[config.mk]
export PLATFORM = sky130hd
export DESIGN_NAME = instr_fetch
export DESIGN_NICKNAME = d
export VERILOG_FILES = /design/src/rtl/cpu_pkg.sv /design/src/rtl/instr_fetch.sv
export SDC_FILE = /design/constraint.sdc
export NUM_CORES = 1
export LEC_CHECK = 0
export BUFFER_PORTS_ARGS = -buffer_cell sky130_fd_sc_hd__buf_4
export CAP_MARGIN = 20
export CORE_AREA = 2 2 65 67
export CTS_CLUSTER_SIZE = 10
export DETAILED_ROUTE_END_ITERATION = 10
export DIE_AREA = 0 0 67 69
export GPL_TIMING_DRIVEN = 0
export PLACE_DENSITY_LB_ADDON = 0.15
export SLEW_MARGIN = 25
export SYNTH_ARGS = -nofsm -noshare
export SYNTH_HDL_FRONTEND = slang
export SYNTH_SLANG_ARGS = --single-unit
[constraint.sdc]
create_clock -name clk -period 3.9 [get_ports clk]
set_input_delay 0.39 -clock clk [delete_from_list [all_inputs] [get_ports clk]]
set_output_delay 0.39 -clock clk [all_outputs]
set_load 0.005 [all_outputs]
[src/rtl/cpu_pkg.sv]
// Shared CPU definitions: opcodes, next-PC select encodings, the NOP word
// and the fetch state encoding.
package cpu_pkg;

    localparam logic [3:0] OP_ADD = 4'h0;
    localparam logic [3:0] OP_SUB = 4'h1;
    localparam logic [3:0] OP_AND = 4'h2;
    localparam logic [3:0] OP_OR  = 4'h3;
    localparam logic [3:0] OP_XOR = 4'h4;
    localparam logic [3:0] OP_SHL = 4'h5;
    localparam logic [3:0] OP_SHR = 4'h6;
    localparam logic [3:0] OP_LDI = 4'h7;
    localparam logic [3:0] OP_LD  = 4'h8;
    localparam logic [3:0] OP_ST  = 4'h9;
    localparam logic [3:0] OP_BEQ = 4'hA;
    localparam logic [3:0] OP_JMP = 4'hB;
    localparam logic [3:0] OP_NOP = 4'hC;

    localparam logic [1:0] PC_HOLD   = 2'b00;
    localparam logic [1:0] PC_DIRECT = 2'b01;
    localparam logic [1:0] PC_INC    = 2'b10;

    localparam logic [15:0] NOP_INSTR = {OP_NOP, 12'h000};

    typedef enum logic {
        FETCH = 1'b0,
        EXEC  = 1'b1
    } fetch_state_t;

endpackage

[src/rtl/instr_fetch.sv]
// Instruction-fetch stage: owns the PC, runs the strobe/ack imem read and holds the IR.
// Define FETCH_TIMEOUT_EN to abandon fetches that see no ack within TIMEOUT cycles.
module instr_fetch
    import cpu_pkg::*;
#(
    parameter int                 ADDR_W   = 16,
    parameter logic [ADDR_W-1:0]  RESET_PC = '0,
    parameter int                 TIMEOUT  = 15
) (
    input  logic              clk,
    input  logic              rst,
    input  logic [1:0]        pc_mux,
    input  logic [ADDR_W-1:0] pc_target,
    output logic [ADDR_W-1:0] imem_adr_o,
    output logic              imem_stb_o,
    input  logic [15:0]       imem_dat_i,
    input  logic              imem_ack_i,
    output logic [15:0]       instr,
    output logic              instr_valid,
    output logic [ADDR_W-1:0] pc,
    output logic              fetch_err
);

    fetch_state_t      state;
    logic [ADDR_W-1:0] pc_q;
    logic [15:0]       ir;
    logic              valid_q;
    logic              stb_q;

`ifdef FETCH_TIMEOUT_EN
    localparam int CNT_W = $clog2(TIMEOUT + 1);
    logic [CNT_W-1:0] wait_cnt;
    logic             err_q;
`endif

    // IR is forced to NOP whenever a fetch is outstanding, so instr never shows a stale word.
    always_ff @(posedge clk) begin
        if (rst) begin
            state   <= FETCH;
            pc_q    <= RESET_PC;
            ir      <= NOP_INSTR;
            valid_q <= 1'b0;
            stb_q   <= 1'b0;
`ifdef FETCH_TIMEOUT_EN
            wait_cnt <= '0;
            err_q    <= 1'b0;
`endif
        end else begin
            case (state)
                FETCH: begin
                    if (!stb_q) begin
                        stb_q <= 1'b1;
                    end else if (imem_ack_i) begin
                        ir      <= imem_dat_i;
                        valid_q <= 1'b1;
                        stb_q   <= 1'b0;
                        state   <= EXEC;
`ifdef FETCH_TIMEOUT_EN
                    end else if (wait_cnt == CNT_W'(TIMEOUT - 1)) begin
                        ir      <= NOP_INSTR;
                        err_q   <= 1'b1;
                        valid_q <= 1'b1;
                        stb_q   <= 1'b0;
                        state   <= EXEC;
                    end else begin
                        wait_cnt <= wait_cnt + CNT_W'(1);
`endif
                    end
                end
                EXEC: begin
                    if (pc_mux != PC_HOLD) begin
                        pc_q    <= (pc_mux == PC_DIRECT) ? pc_target : pc_q + ADDR_W'(1);
                        ir      <= NOP_INSTR;
                        valid_q <= 1'b0;
                        stb_q   <= 1'b1;
                        state   <= FETCH;
`ifdef FETCH_TIMEOUT_EN
                        wait_cnt <= '0;
`endif
                    end
                end
                default: state <= FETCH;
            endcase
        end
    end

    assign imem_adr_o  = pc_q;
    assign imem_stb_o  = stb_q;
    assign instr       = ir;
    assign instr_valid = valid_q;
    assign pc          = pc_q;

`ifdef FETCH_TIMEOUT_EN
    assign fetch_err = err_q;
`else
    assign fetch_err = 1'b0;
`endif

endmodule

==> flow_metrics.env <==
export IMPL_outcome="completed"
export IMPL_drc=0
export IMPL_synth_async_reset_ratio=0
export IMPL_number_of_enable_flip_flop_cells_after_synthesis=0
export IMPL_globalRouteMet1Util=0.324
export IMPL_yosys_warnings=0
export IMPL_fin_setup_tns_ps=0
export IMPL_fmax_ghz=0.497
export IMPL_netlist_instances=226
export IMPL_floorplan_initialDensity=0.477
export IMPL_detail_route_iter0_violations=246
export IMPL_cp_data_required_time_ps=4120
export IMPL_ys_ff_latch=35
export IMPL_hold_path_class="input port to flip-flop"
export IMPL_final_hold_violation_count=0
export IMPL_clock_tree_buffer_depth=2
export IMPL_sequential_area_share_after_synthesis=0.375
export IMPL_worst_setup_hold_path_clk_slew_ps=70
export IMPL_cts_hold_repair_buffers=0
export IMPL_die_h_um=69
export IMPL_synth_flop_cell="sky130_fd_sc_hd__dfxtp_1"
export IMPL_cts_root_buffer_cell="sky130_fd_sc_hd__clkbuf_8"
export IMPL_max_transition_margin=0.652
export IMPL_gpl_final_weighted_congestion=0.875
export IMPL_cp_arrival_ps=2230
export IMPL_cts_made_buffers=5
export IMPL_grt_antenna_before_repair=0
export IMPL_syn_area_per_cell_um2=8.27
export IMPL_layout_drive_gt1_share=0.392
export IMPL_gr_max_usage_layer="met2"
export IMPL_drt_wirelength_per_cell_um=14.4
export IMPL_core_rowCount=23
export IMPL_grt_use_met3=0.0685
export IMPL_worst_ir_drop_vdd_mv=0.219
export IMPL_maxSlewViolCount=0
export IMPL_first_global_vias=1799
export IMPL_syn_cell_area_mm2=0.00187
export IMPL_first_pass_grt_wire_length_um=8570
export IMPL_power_per_cell_area_mw_per_mm2=307
export IMPL_yosys_cell_types_count=43
export IMPL_drt_wl_total_um=5320
export IMPL_antenna_left=0
export IMPL_setup_worst_path_class="flip-flop to flip-flop"
export IMPL_clock_latency_ps=290
export IMPL_drv_max_cap_violation_count=0
export IMPL_globalRoute_totalOverflow=0
export IMPL_worst_path_max_fanout=8
export IMPL_worst_clock_skew_ps=3.94
export IMPL_postCtsSetupRepairBufs=0
export IMPL_post_cts_resized_instances=0
export IMPL_vias=2088
export IMPL_final_setup_viol_count=0
export IMPL_detailedRoute_firstPassIterationCount=5
export IMPL_dieArea_mm2=0.00462
export IMPL_grt_setup_unrepaired="no"
export IMPL_total_power_mw=0.815
export IMPL_grt_start_max_net_pins=12
export IMPL_fin_crit_sh=0.516
export IMPL_ctsHtreeMaxLevel=2
export IMPL_insertedDiodeCount=0
export IMPL_number_of_vias_per_cell_after_detailed_routing=5.66
export IMPL_tritoncts_clock_tree="yes"
export IMPL_cts_sinks=35
export IMPL_fp_dieW_um=67
export IMPL_core_area_mm2=0.00391
export IMPL_flow_area_growth_from_synthesis_pct=42.1
export IMPL_mappedNetlistNets=264
export IMPL_floorplan_io_pins=88
export IMPL_globalRouteMet2Util=0.356
export IMPL_critPathLaunchType="flip-flop"
export IMPL_layout_min_cycle_time_ps=2010
export IMPL_power_static_leakage_nw=1.15
export IMPL_nature_of_the_critical_path_endpoint="flip-flop"
export IMPL_hpwlAfterDp_um=3860
export IMPL_tightest_slew_ps=522
export IMPL_grt_usage=0.236
export IMPL_final_nets=356
export IMPL_portBuffers=85
-- power breakdown --
part           total [mW]  internal (mW)  switching (mW)
sequential          0.395          0.375          0.0204
combinational       0.159         0.0903          0.0689
clock               0.261          0.125           0.136
-- registers in the layout, indices dropped and copies added (netlist names) --
register	count
imem_adr_o	16
instr	16
imem_stb_o	1
instr_valid	1
state	1
-- worst paths after layout --
path	startpoint	cells after the start	endpoint	slack, ps
max reg2reg	imem_adr_o[0]	5	imem_adr_o[14]	1890
min reg2reg	instr[14]	2	instr[14]	490
max	imem_adr_o[0]	5	imem_adr_o[14]	1890
min	imem_dat_i[14]	3	instr[14]	330
-- Yosys cell counts (2+ instances only) --
cell type / n / share of area
sky130_fd_sc_hd__dfxtp_1: 35 / 0.38
sky130_fd_sc_hd__nor2_1: 21 / 0.042
sky130_fd_sc_hd__buf_4: 18 / 0.072
sky130_fd_sc_hd__nand2_1: 15 / 0.030
sky130_fd_sc_hd__nand3_1: 15 / 0.040
sky130_fd_sc_hd__a22oi_1: 14 / 0.056
sky130_fd_sc_hd__a21oi_1: 11 / 0.029
sky130_fd_sc_hd__nand4_1: 9 / 0.030
sky130_fd_sc_hd__a31oi_1: 7 / 0.023
sky130_fd_sc_hd__nand2b_1: 7 / 0.023
sky130_fd_sc_hd__nor3_1: 6 / 0.016
sky130_fd_sc_hd__and3_1: 5 / 0.017
sky130_fd_sc_hd__buf_2: 5 / 0.013
sky130_fd_sc_hd__clkbuf_1: 5 / 0.010
sky130_fd_sc_hd__o21ai_0: 4 / 0.011
sky130_fd_sc_hd__o22ai_1: 4 / 0.013
sky130_fd_sc_hd__a211oi_1: 3 / 0.012
sky130_fd_sc_hd__and2_1: 3 / 0.010
sky130_fd_sc_hd__buf_6: 3 / 0.018
sky130_fd_sc_hd__mux2i_1: 3 / 0.016
sky130_fd_sc_hd__nor2b_1: 3 / 0.010
sky130_fd_sc_hd__nor4_1: 3 / 0.010
sky130_fd_sc_hd__or3_1: 3 / 0.010
sky130_fd_sc_hd__a221oi_1: 2 / 0.0094
sky130_fd_sc_hd__mux2_2: 2 / 0.012
sky130_fd_sc_hd__o21a_1: 2 / 0.0080
sky130_fd_sc_hd__or4_1: 2 / 0.0080
-- layout make-up --
type                            count  area (um2)
Fill cell                         372        1260
Multi-Input combinational cell    157         927
Sequential cell                    35         701
Timing Repair Buffer               85         638
Buffer                             33         236
Clock buffer                        6        72.6
Tap cell                           50        62.6
Clock inverter                      2        12.5
Inverter                            1        3.75
-- layout by cell type (no fill, tap or decap), types with 3 or more instances in the layout --
| cell | instances |
|---|---|
| sky130_fd_sc_hd__nor2b_1 | 3 |
| sky130_fd_sc_hd__buf_4 | 103 |
| sky130_fd_sc_hd__and3_1 | 5 |
| sky130_fd_sc_hd__a21oi_1 | 11 |
| sky130_fd_sc_hd__nand4_1 | 9 |
| sky130_fd_sc_hd__nand2_1 | 15 |
| sky130_fd_sc_hd__and2_1 | 3 |
| sky130_fd_sc_hd__nor4_1 | 3 |
| sky130_fd_sc_hd__a211oi_1 | 3 |
| sky130_fd_sc_hd__a22oi_1 | 14 |
| sky130_fd_sc_hd__or3_1 | 3 |
| sky130_fd_sc_hd__a31oi_1 | 7 |
| sky130_fd_sc_hd__mux2i_1 | 3 |
| sky130_fd_sc_hd__o22ai_1 | 4 |
| sky130_fd_sc_hd__clkbuf_8 | 6 |
| sky130_fd_sc_hd__nor3_1 | 6 |
| sky130_fd_sc_hd__nand3_1 | 15 |
| sky130_fd_sc_hd__clkbuf_1 | 6 |
| sky130_fd_sc_hd__nor2_1 | 21 |
| sky130_fd_sc_hd__o21ai_0 | 4 |
| sky130_fd_sc_hd__buf_6 | 3 |
| sky130_fd_sc_hd__buf_2 | 5 |
| sky130_fd_sc_hd__nand2b_1 | 7 |
| sky130_fd_sc_hd__dfxtp_1 | 35 |
-- cell families (layout without fill, tap and decap cells) --
logic type	count (synthesis)	in the layout	synth area share
other	1	1	0.00201
buffers and inverters	34	127	0.129
AOI/OAI and AO/OA	53	53	0.188
adders and majority gates	1	1	0.00670
DFF	35	35	0.375
and+or+nand+nor	97	97	0.271
muxes	5	5	0.0281
-- stage by stage --
step | hold WS (ps) | setup WS, ps | utilization | cells | area [um2]
CTS | 331 | 1920 | 0.678 | 369 | 2650
global route | 346 | 1760 | 0.678 | 369 | 2650
detailed placement | 472 | 1950 | 0.656 | 361 | 2570
finish | 333 | 1890 | 0.678 | 369 | 2650
global placement | 472 | 1980 | 0.656 | 361 | 2570
floorplan | 470 | 2250 | - | 226 | 1870
-- metal layers --
metal	share of wire	routed length, um
met1	0.43	2280
met2	0.47	2510
met3	0.091	483
met4	0.0083	44
met5	0	0
-- worst max-delay path, cell delays in order (launching register included) --
cell and delay, ps:
sky130_fd_sc_hd__dfxtp_1 480, sky130_fd_sc_hd__ha_1 280, sky130_fd_sc_hd__nand4_1 220, sky130_fd_sc_hd__nor4_1 420
sky130_fd_sc_hd__mux2_2 380, sky130_fd_sc_hd__a31oi_1 160
Note: power is estimated with default switching activity, not from simulation.
